[src/rtl/countdown_timer8.sv]
// countdown_timer8: loadable down-counter with a built-in rate divider.
//
// A preset value is counted down to zero, one step every DIV clocks while
// running. The step that takes Q from 1 to 0 raises DONE for exactly one cycle.
// Q feeds the two-digit hex display path. DONE drives an LED or the next
// control stage.
//
// Parameters:
//   WIDTH - width of Q and LOAD_VALUE
//   DIV   - CLOCK cycles per count step (>= 1)
//   DIV_W - prescaler width, 2**DIV_W >= DIV
//
// Ports:
//   CLOCK      in   system clock, rising edge
//   CLEAR      in   asynchronous active-high reset
//   LOAD       in   synchronous load strobe (highest priority)
//   LOAD_VALUE in   preset captured on LOAD
//   START      in   start / resume request (level)
//   STOP       in   pause request (level, wins over START)
//   Q          out  current count, registered
//   RUNNING    out  high while in the run state, registered
//   DONE       out  one-cycle terminal pulse, registered
//   ZERO       out  combinational Q == 0
//
// Optional build macro COUNTDOWN_TIMER8_AUTO_RELOAD_EN: the terminal step
// reloads Q from the last loaded value and keeps running, giving a periodic
// DONE. When the macro is undefined, the terminal step parks the counter at
// zero in the idle state.
module countdown_timer8 #(
    parameter int unsigned WIDTH = 8,
    parameter int unsigned DIV   = 50000000,
    parameter int unsigned DIV_W = 26
) (
    input  logic             CLOCK,
    input  logic             CLEAR,
    input  logic             LOAD,
    input  logic [WIDTH-1:0] LOAD_VALUE,
    input  logic             START,
    input  logic             STOP,
    output logic [WIDTH-1:0] Q,
    output logic             RUNNING,
    output logic             DONE,
    output logic             ZERO
);

    typedef enum logic [1:0] {StIdle, StRun, StPause} state_e;

    localparam logic [DIV_W-1:0] PcLast = DIV_W'(DIV - 1);
    localparam logic [DIV_W-1:0] PcOne  = DIV_W'(1);
    localparam logic [WIDTH-1:0] QOne   = WIDTH'(1);

    state_e           state_q;
    logic [DIV_W-1:0] pc_q;
    logic [WIDTH-1:0] q_q;
    logic             done_q;
    logic             running_q;

    logic             tick;
    logic             go;

    assign tick = (pc_q == PcLast);
    // STOP dominates START, so a resume needs START alone.
    assign go   = START & ~STOP;

`ifdef COUNTDOWN_TIMER8_AUTO_RELOAD_EN
    logic [WIDTH-1:0] reload_q;

    always_ff @(posedge CLOCK or posedge CLEAR) begin
        if (CLEAR) begin
            reload_q <= '0;
        end else if (LOAD) begin
            reload_q <= LOAD_VALUE;
        end
    end
`endif

    always_ff @(posedge CLOCK or posedge CLEAR) begin
        if (CLEAR) begin
            state_q   <= StIdle;
            pc_q      <= '0;
            q_q       <= '0;
            done_q    <= 1'b0;
            running_q <= 1'b0;
        end else begin
            done_q <= 1'b0;
            if (LOAD) begin
                q_q       <= LOAD_VALUE;
                pc_q      <= '0;
                state_q   <= StIdle;
                running_q <= 1'b0;
            end else begin
                case (state_q)
                    StIdle: begin
                        // Starting from zero would underflow; ignore it.
                        if (go && (q_q != '0)) begin
                            state_q   <= StRun;
                            running_q <= 1'b1;
                            pc_q      <= '0;
                        end
                    end
                    StRun: begin
                        if (STOP) begin
                            // Hold PC and Q; a tick due this cycle is dropped.
                            state_q   <= StPause;
                            running_q <= 1'b0;
                        end else if (!tick) begin
                            pc_q <= pc_q + PcOne;
                        end else begin
                            pc_q <= '0;
                            if (q_q > QOne) begin
                                q_q <= q_q - QOne;
                            end else begin
                                done_q <= 1'b1;
`ifdef COUNTDOWN_TIMER8_AUTO_RELOAD_EN
                                q_q <= reload_q;
`else
                                q_q       <= '0;
                                state_q   <= StIdle;
                                running_q <= 1'b0;
`endif
                            end
                        end
                    end
                    StPause: begin
                        // PC was held, so the resumed period is not restarted.
                        if (go) begin
                            state_q   <= StRun;
                            running_q <= 1'b1;
                        end
                    end
                    default: begin
                        state_q   <= StIdle;
                        running_q <= 1'b0;
                    end
                endcase
            end
        end
    end

    assign Q       = q_q;
    assign RUNNING = running_q;
    assign DONE    = done_q;
    assign ZERO    = (q_q == '0);

endmodule

[config.mk]
export PLATFORM = sky130hd
export DESIGN_NAME = countdown_timer8
export DESIGN_NICKNAME = d
export VERILOG_FILES = /design/src/rtl/countdown_timer8.sv
export SDC_FILE = /design/constraint.sdc
export NUM_CORES = 1
export LEC_CHECK = 0
export ABC_AREA = 1
export CORE_UTILIZATION = 55
export DETAILED_ROUTE_END_ITERATION = 7
export GPL_ROUTABILITY_DRIVEN = 0
export HOLD_SLACK_MARGIN = 0.1
export PLACE_DENSITY = 0.77
export SLEW_MARGIN = 25
export SYNTH_ARGS = -nofsm -noshare
export SYNTH_HDL_FRONTEND = slang
export SYNTH_SLANG_ARGS = --single-unit
[constraint.sdc]
create_clock -name CLOCK -period 1.85 [get_ports CLOCK]
set_clock_uncertainty 0.1 [all_clocks]
set_input_delay 0.37 -clock CLOCK [delete_from_list [all_inputs] [get_ports CLOCK]]
set_output_delay 0.37 -clock CLOCK [all_outputs]
set_load 0.02 [all_outputs]
-- After elaboration in Yosys (flattened, before gate mapping)
Cells that the tools add are included.
- output and inout port bits: 11
- logic and storage cells: 58
- flip-flop bits (word level): 38
- input port bits: 13
- eq/ne operators: 9
- reductions and logical operators: 10
- mux-type cells: 29
- bitwise logic cells: 2
- add/subtract/negate cells: 2
- $lt $le $gt $ge: 1
- operators with widths (operator ; count):
    $mux 26 ; 4
    $pmux 26 s2 ; 1
    $mux 8 ; 5
    $add 26x1->26 const B ; 1
    $eq 26x26->1 const B ; 1
    $mux 2 ; 6
    $mux 1 ; 11
    $ne 3x3->1 const B ; 3
    $gt 8x1->1 const B ; 1
    $logic_not 8->1 ; 1
    $ne 4x4->1 const B ; 2
    $reduce_bool 8->1 ; 1
    $sub 8x1->8 const B ; 1
    $pmux 2 s3 ; 1
    $reduce_and 3->1 ; 2
    $reduce_and 4->1 ; 1
    $reduce_bool 2->1 ; 2
    $pmux 1 s3 ; 1
    $reduce_bool 3->1 ; 1
    $eq 2x1->1 const B ; 1
    $eq 2x2->1 const B ; 1
    $logic_not 2->1 ; 1
    $ne 2x2->1 const B ; 1
    $and 1x1->1 ; 1
    2 further kinds ; 2

-- Logic depth before layout (Yosys ltp)
Gate-level depths: netlist of run 1.
- depth after elaboration: 6
- mapped depth: 12
- depth with buffers taken out: 11

-- Least setup slack after synthesis of run 1
Ideal clock, no wire load.
- kind: reg2reg
- from: reg q_q[0], in the netlist Q[0]
- to: reg pc_q[3]
- stages on the path, launching flop included: 11
- setup slack: 10 ps
- required time: 1634 ps
- setup time: 116 ps
- period minus slack after synthesis: 1840 ps
- arrival: 1624 ps
- buffers on the path: 1
- path through: dfrtp_1 inv_1 ha_1 nand2_1 nor2_2 nand2_1 nand2_2 buf_6 o21bai_2 nand2_1 nor2_2
- cells in the longest elaborated chain, start to end: 4
- RTL lines (item ; line ; text):
    start, declared ; 54 ; logic [WIDTH-1:0] q_q;
    start signal, assigned ; 111 ; q_q <= q_q - QOne;
    $reduce_bool 8->1 ; 95 ; if (go && (q_q != '0)) begin
    $logic_and 1x1->1 ; 95 ;
    $ne 3x3->1 (no source line) ; n/a ;
    $reduce_and 3->1 (no source line) ; n/a ;
    end signal, assigned ; 107 ; pc_q <= pc_q + PcOne;
    end, declared ; 53 ; logic [DIV_W-1:0] pc_q;
No other way between the ends.
A chain may end at the register's enable or synchronous reset.

-- Worst setup path in the final report of run 1
- from: reg pc_q[1]
- to: reg pc_q[24]
- cells in the longest elaborated chain, start to end: 5
- elaborated cells between the ends (all ways): 6
- classes of those cells: add/sub: 1; eq/ne: 1; mux: 4
- RTL lines (item ; line ; text):
    $add 26x1->26 or $eq 26x26->1 (tied branches) ; 107, 61 ;
    $mux 26 * ; 106 ; end else if (!tick) begin
    $mux 26 * ; 102 ; if (STOP) begin
    $pmux 26 s2 * ; 92 ; case (state_q)
    $mux 26 * ; 86 ; if (LOAD) begin
Mark *: on every way between the ends. The rest lies on a longest branch, timed or not. The select of a mux whose other input is x is not followed.

==> impl_results.md, run 1 <==
- Outcome: completed
- Complex-gate fraction of the synthesized area: 0.0801
- FILL cells: between 300 and 400
- Clock Path Buffers: 2
- GRT overflow: 0
- Metal-1 WL: 3.04 mm
- Via density: between 5 and 6
- Post-synth top area cell: dfrtp_1
- Slew @ Worst Pin: 0.322 ns
- Final Setup Violations: 0
- Synth unique cells: 29
- Combinational power share: 0.323
- Starting density of the core: 0.577
- Reg2Reg Depth: 8
- Final-stage net count: roughly 460
- Cells after synthesis: between 300 and 400
- Share of layout cells above drive strength 1: 0.216
- Post-synthesis simple-gate area fraction: 0.417
- Slowest Stage Delay on Critical Path: about 0.4 ns
- Final setup TNS: 0 ns
- Area Growth Syn to Fin: 30.5%
- CP required: roughly 1.9 ns
- Switching share of power: 0.327
- Cell internal pwr: ~1400 µW
- LEAKAGE: between 0.0015 and 0.002 µW
- Pre-antenna DRT Iters: 5
- Adder-Cell Fraction of Synth Area: 0.0196
- TritonCTS Buffers: 5
- Die area: ~4900 µm²
- Sequential share of power: 0.412
- I/O pin cnt: 24
- DIE WIDTH: approximately 70 µm
- CP Capture Type: register
- Worst vdd ir: 0.547 mV
- EDFF count, synth: 0
- Startpoint types: register
- R2R Setup Slk: around 0.0083 ns
- Crit-path cells: ha_2 -> nand2_2 -> nor2_4 -> nand3_1 -> nor3_1 -> nand3_1 -> nand2_1 -> nor2_2
- # DRC: 0
- Max Slew Vio Count: 0
- Xor and xnor area share after synthesis: 0.0241
- HPWL Detailed: about 4.5 mm
- Global-route wire length before repair: 10.5 mm
- Top cell type's share of synthesized area: 0.363
- CP dominant cell by count: nand3_1
- RSZ-0062 raised after global routing: true
- Final Hold Viols: 0
- Min Tclk post-route: ~1.8 ns
- Async S/R FF share, synth: 1.00
- # diodes: 0
- Synth warn: 0
- Vias in the first global route: around 2300
- CTS clock-pin slew for the worst setup and hold paths: about 0.080 ns
- Max Cap Viol: 0
- Largest family of logic cells by synthesized area: simple AND/OR/NAND/NOR gates
- DR WL met2: approximately 3.0 mm
- TritonCTS clock tree: yes
- Routed WL: 6.55 mm
- Min-Delay Path Class: in2async
- RR Startpoint: pc_q[1]$_DFFE_PP0P_
- Antenna violations before repair: 0
- Maximum clock rate: between 0.5 and 0.6 GHz
- GRT Total Usage: 0.269
- Die Y: roughly 70 µm
- Synth Flop Type: dfrtp_1
- Multiplexer area fraction after synthesis: 0
- Clock Latency Late Sink: around 0.3 ns
- Antenna viol nets, final: 0
- Top sig layer: met4
- Root Buffer: clkbuf_8
- Net Count, Synth: between 300 and 400
- Slew headroom: 0.785
- Clock Power Share: 0.265
- Sequential area share after synthesis: 0.363
- DRT iter0 DRCs: approximately 220
- H-tree depth: 2
- Yosys reg bits: 37
- Synth top area cells: dfrtp_1, nand2_1, nor2_1, inv_1, nand3_1
- WL/cell: ~13 µm
- Syn_area_per_cell: 6.67 µm²
- Worst path slowest cell: dfrtp_1
- Core area: 4410 µm²
- RR Endpoint: pc_q[24]$_DFFE_PP0P_
- # port buffers: 23
- NetSw: just under 700 µW
- Routed met3 length: 354 µm
- CTS Sinks: 37
- Power per cell area: 633 nW/µm²
- Largest net degree at the start of global routing: 38
- Worst Setup Path Type: reg2reg
- Post-synth design cell area: roughly 2500 µm²
- Vias: between 2000 and 3000
- Tcrit/Tclk final: 0.996
- Worst endpoint data arrival time: slightly below 2 ns
- Crit Path Max Fanout: 6
- FP Rows: 24
- Power, Total: 2100 µW
## registers in the layout, summed over array words and instances (netlist names)
register  count
DONE          1
pc_q         26
state_q       2
Q             8
## power by group through the flow
stage               Clock (µW)  Combinational (µW)  Sequential [µW]
CTS                        571                 597              865
global route               599                 735              870
floorplan                    0                 281              931
detailed placement           0                 602              880
finish                     558                 679              867
global placement             0                 593              879
## cell type report
class	count	area [µm²]	area share
repair buffers	61	596	0.179
multi-input cells	290	1470	0.441
inverters	49	189	0.0569
clock inverters	2	10.0	0.00301
clock buffers	6	72.6	0.0218
flip-flops and latches	37	926	0.279
well taps	52	65.1	0.0196
## worst max-delay path: cells and delay by family, from the launching register on
family | cells | cell delay [ns]
AND/OR/NAND/NOR | 7 | 1.04
flip-flops | 1 | 0.39
adder cells (fa/ha/maj) | 1 | 0.20
## stage by stage
step           cell area [µm²]  std cells  setup WS [ns]   util  hold slack, ns
6_report                  3320        497        0.00828  0.753           0.313
5_1_grt                   3320        497        -0.0535  0.753           0.362
4_1_cts                   3120        490        0.00664  0.707           0.328
3_5_place_dp              3040        482         -0.248  0.690           0.424
3_3_place_gp              3040        482         -0.227  0.690           0.407
2_1_floorplan             2550        382         0.0101      -           0.342
## cells in the mapped netlist, types with 2 or more instances
cell      count
nand2_1     118
inv_2         3
dfrtp_1      37
xnor2_1       2
nand2_2       6
o21ai_1       5
nand4_1       3
ha_1          4
a21oi_1       4
nand3_1      28
nor3_1        8
nor2_1       56
nor2_4        4
o21ai_0      22
xor2_1        5
buf_4         2
nor2_2       15
o21bai_1      4
inv_1        45
buf_6         2
## routing by layer
layer / GRT usage / vias to the layer above
met2: 0.419 / 91
met3: 0.0548 / 10
met4: 0.102 / 0
met5: 0 / -
li1: - / 1318
met1: 0.369 / 1191
## timing repair
action / CTS / global route
gates resized for setup: 8 / 32
setup endpoints to repair: 4 / 37
hold buffers: 0 / 0
pin swaps: 0 / 12
gates cloned: 0 / 3
buffers inserted: 0 / 4
## cells in the final DEF (no fill, tap or decap), types with 5 or more instances in the layout
cell type | netlist | layout
clkbuf_8 | 0 | 5
o21ai_0 | 22 | 19
nor2_1 | 56 | 54
nand2_1 | 118 | 111
o21ai_1 | 5 | 8
xor2_1 | 5 | 5
nor3_1 | 8 | 6
clkdlybuf4s50_1 | 0 | 14
inv_1 | 45 | 42
dlymetal6s2s_1 | 0 | 5
nand2_2 | 6 | 10
inv_2 | 3 | 6
nor2_4 | 4 | 5
nand3_1 | 28 | 26
buf_4 | 2 | 32
nor2_2 | 15 | 16
dfrtp_1 | 37 | 37
## cell families (layout without fill, tap and decap cells)
| group | after synthesis | in the layout |
|---|---|---|
| simple gates | 242 | 242 |
| buf+inv | 55 | 118 |
| compound gates | 37 | 37 |
| flops | 37 | 37 |
| xor+xnor | 7 | 7 |
| fa+ha+maj | 4 | 4 |
## how the worst max path moves through the flow
stage               cells after the start           startpoint                    to
global placement                       10                 LOAD  pc_q[17]$_DFFE_PP0P_
detailed placement                     10                 LOAD  pc_q[17]$_DFFE_PP0P_
floorplan                              10     Q[0]$_DFFE_PP0P_   pc_q[3]$_DFFE_PP0P_
finish                                  8  pc_q[1]$_DFFE_PP0P_  pc_q[24]$_DFFE_PP0P_
CTS                                     2     Q[5]$_DFFE_PP0P_                  Q[5]
global route                            9  pc_q[1]$_DFFE_PP0P_  pc_q[24]$_DFFE_PP0P_
Note: power is estimated with default switching activity, not from simulation.
==> inputs of run 2 (changes only) <==
--- a/config.mk
+++ b/config.mk
@@ -6,11 +6,11 @@
 export NUM_CORES = 1
 export LEC_CHECK = 0
 export ABC_AREA = 1
-export CORE_UTILIZATION = 55
+export CORE_UTILIZATION = 45
 export DETAILED_ROUTE_END_ITERATION = 7
 export GPL_ROUTABILITY_DRIVEN = 0
 export HOLD_SLACK_MARGIN = 0.1
-export PLACE_DENSITY = 0.77
+export PLACE_DENSITY = 0.65
 export SLEW_MARGIN = 25
 export SYNTH_ARGS = -nofsm -noshare
 export SYNTH_HDL_FRONTEND = slang
==> run 2 against run 1 <==
Net effect: combinational power down 0.7%; utilization down 13 points; final area up 2.4%; maximum frequency up 3.8%; worst setup slack better by 0.068 ns; sequential share of layout area down 0.67 points; non-clock buffer count up 2; die area up 22%; critical path type unchanged.
==> impl_results.md, run 2 (same netlist as run 1, synthesis figures left out) <==
- CTS clock-pin slew for the worst setup and hold paths: 0.08 ns (about the same)
- Clock Path Buffers: 2 (unchanged)
- Starting density of the core: 0.465 (was 0.577)
- # DRC: 0 (unchanged)
- Root Buffer: clkbuf_8 (unchanged)
- Max Cap Viol: 0 (unchanged)
- Outcome: completed (unchanged)
- CP Capture Type: register (unchanged)
- Vias in the first global route: 2428 (was 2333)
- GRT overflow: 0 (unchanged)
- FP Rows: 27 (was 24)
- Max Slew Vio Count: 0 (unchanged)
- Startpoint types: register (unchanged)
- Via density: 4.94 (was 5.25)
- Met3 Track Usage GR: 0.0429 (was 0.0548)
- Die Y: 77.2 µm (was 70.1 µm)
- Final Setup Violations: 0 (unchanged)
- Min-Delay Path Class: in2async (unchanged)
- Crit path buffers/inverters: 5 (was 0)
- Final-stage net count: 463 (was 461)
- Die area: 5970 µm² (was 4910 µm²)
- Worst Setup Path Type: reg2reg (unchanged)
- Routed WL: 6.32 mm (was 6.55 mm)
- GRT met2 Usage: 0.383 (was 0.419)
- Met1 Use GR: 0.304 (was 0.369)
- Antenna viol nets, final: 0 (unchanged)
- Most frequent cells in the layout: nand2_1, nor2_1, inv_1 (unchanged)
- Maximum clock rate: 0.564 GHz (was 0.543 GHz)
- Worst vdd ir: 0.396 mV (was 0.547 mV)
- Crit path max-delay family: buffers and inverters (was simple AND/OR/NAND/NOR gates)
- Largest Register: pc_q (unchanged)
- TritonCTS clock tree: yes (unchanged)
- DIE WIDTH: 77.2 µm (was 70.1 µm)
- Antenna violations before repair: 0 (unchanged)
- Power, Total: 2410 µW (was 2100 µW)
- Commonest non-fill, non-tap cell in the layout: nand2_1 (unchanged)
- Vias: 2564 (was 2610)
- Worst path slowest cell: dfrtp_1 (unchanged)
- Crit Path Max Fanout: 7 (was 6)
- Largest register FFs: 26 (unchanged)
- TritonCTS Buffers: 5 (unchanged)
- Slowest Stage Delay on Critical Path: 0.39 ns (about the same)
- # port buffers: 23 (unchanged)
- Min Tclk post-route: 1.77 ns (was 1.84 ns)
- Tcrit/Tclk final: 0.959 (was 0.996)
- Largest net degree at the start of global routing: 38 (unchanged)
- WL/cell: 12.2 µm (was 13.2 µm)
- Worst endpoint data arrival time: 1.87 ns (was 1.93 ns)
- Final Util: 0.622 (was 0.753)
- Pre-antenna DRT Iters: 4 (was 5)
- Most used routing layer: met2 (unchanged)
- # diodes: 0 (unchanged)
- Area Growth Syn to Fin: 33.6% (was 30.5%)
- I/O pin cnt: 24 (unchanged)
- Slew headroom: 0.819 (was 0.785)
- CTS Sinks: 37 (unchanged)
- Share of layout cells above drive strength 1: 0.226 (was 0.216)
- DRT iter0 DRCs: 192 (was 218)
- Core area: 5470 µm² (was 4410 µm²)
- Global-route wire length before repair: 10.9 mm (was 10.5 mm)
- Clock Latency Late Sink: 0.30 ns (about the same)
- Crit-path cells: inv_2 -> ha_4 -> nand2_2 -> buf_4 -> inv_2 -> nand2_2 -> nor2_4 -> nor2_4 -> buf_12 -> clkbuf_16 -> nand2_1 -> nand2_1 -> nand2_1 -> nor2_2 (was ha_2 -> nand2_2 -> nor2_4 -> nand3_1 -> nor3_1 -> nand3_1 -> nand2_1 -> nor2_2)
- CP required: 1.94 ns (about the same)
- HPWL Detailed: 4.59 mm (was 4.55 mm)
- Power per cell area: 708 nW/µm² (was 633 nW/µm²)
- Hold slack final: 0.298 ns (was 0.313 ns)
- H-tree depth: 2 (unchanged)
- GRT Total Usage: 0.231 (was 0.269)
- LEAKAGE: 0.00155 µW (was 0.00154 µW)
- Final Hold Viols: 0 (unchanged)
- CP dominant cell by count: nand2_1 (was nand3_1)
- Slew @ Worst Pin: 0.270 ns (was 0.322 ns)
[run 2: changes by cell type in the layout (fill, tap and decap cells not counted), sizes merged]
cell / change
buf: +3
bufinv: +2
clkbuf: -2
clkinv: -2
dlygate4sd2: +2
dlymetal6s2s: -2
inv: +1
[run 2: path summary, 6_finish.rpt]
| kind | depth (start not counted) | startpoint | slack, ns | to |
|---|---|---|---|---|
| setup / recovery | 14 | Q[0]$_DFFE_PP0P_ | 0.08 | pc_q[22]$_DFFE_PP0P_ |
| hold / removal | 3 | CLEAR | 0.30 | pc_q[14]$_DFFE_PP0P_ |
| setup reg to reg | 14 | Q[0]$_DFFE_PP0P_ | 0.08 | pc_q[22]$_DFFE_PP0P_ |
| hold reg to reg | 2 | pc_q[6]$_DFFE_PP0P_ | 0.43 | pc_q[6]$_DFFE_PP0P_ |
| max in group asynchronous | 3 | CLEAR | 1.14 | Q[2]$_DFFE_PP0P_ |
| min in group CLOCK | 2 | pc_q[6]$_DFFE_PP0P_ | 0.43 | pc_q[6]$_DFFE_PP0P_ |
[run 2: cell type report]
cell class / count / area [µm²]
Clock buffer: 5 / 68.8
Clock inverter: 3 / 68.8
Fill cell: 520 / 2070
Inverter: 49 / 191
Multi-Input combinational cell: 290 / 1460
Sequential cell: 37 / 926
Tap cell: 72 / 90.1
Timing Repair Buffer: 63 / 597
[run 2: what timing repair did]
item                       4_1_cts  5_1_grt
setup endpoints to repair        9       33
setup buffers                    1        4
resized for setup               10       32
hold buffers                     0        0
pin swaps                        2        4
gates cloned                     0        1
[run 2: worst reg2reg max path: cells and delay by family (launching register included)]
family / cells / cell delay (ns)
adder cells (fa/ha/maj): 1 / 0.13
AND/OR/NAND/NOR: 8 / 0.51
flip-flops: 1 / 0.39
buffers and inverters: 5 / 0.54
[run 2: routing by layer]
layer / vias to the layer above / part of all wire
met5: - / 0
met2: 70 / 0.47
li1: 1317 / -
met4: 0 / 0.020
met1: 1166 / 0.45
met3: 11 / 0.053
[run 2: where the power goes]
part	internal, µW	switching, µW	leakage [µW]
clock	543	328	0.0000687
sequential	842	24.7	0.000504
combinational	317	357	0.000972
total	1700	709	0.00155
[run 2: stage by stage]
step | cells | TNS (ns) | setup WS [ns] | cell area [µm²]
5_1_grt | 519 | -0.0117 | -0.0117 | 3400
4_1_cts | 514 | 0 | 0.00493 | 3230
3_5_place_dp | 505 | -7.12 | -0.324 | 3090
6_report | 519 | 0 | 0.0762 | 3400
2_1_floorplan | 382 | 0 | 0.0101 | 2550
3_3_place_gp | 505 | -5.75 | -0.274 | 3090
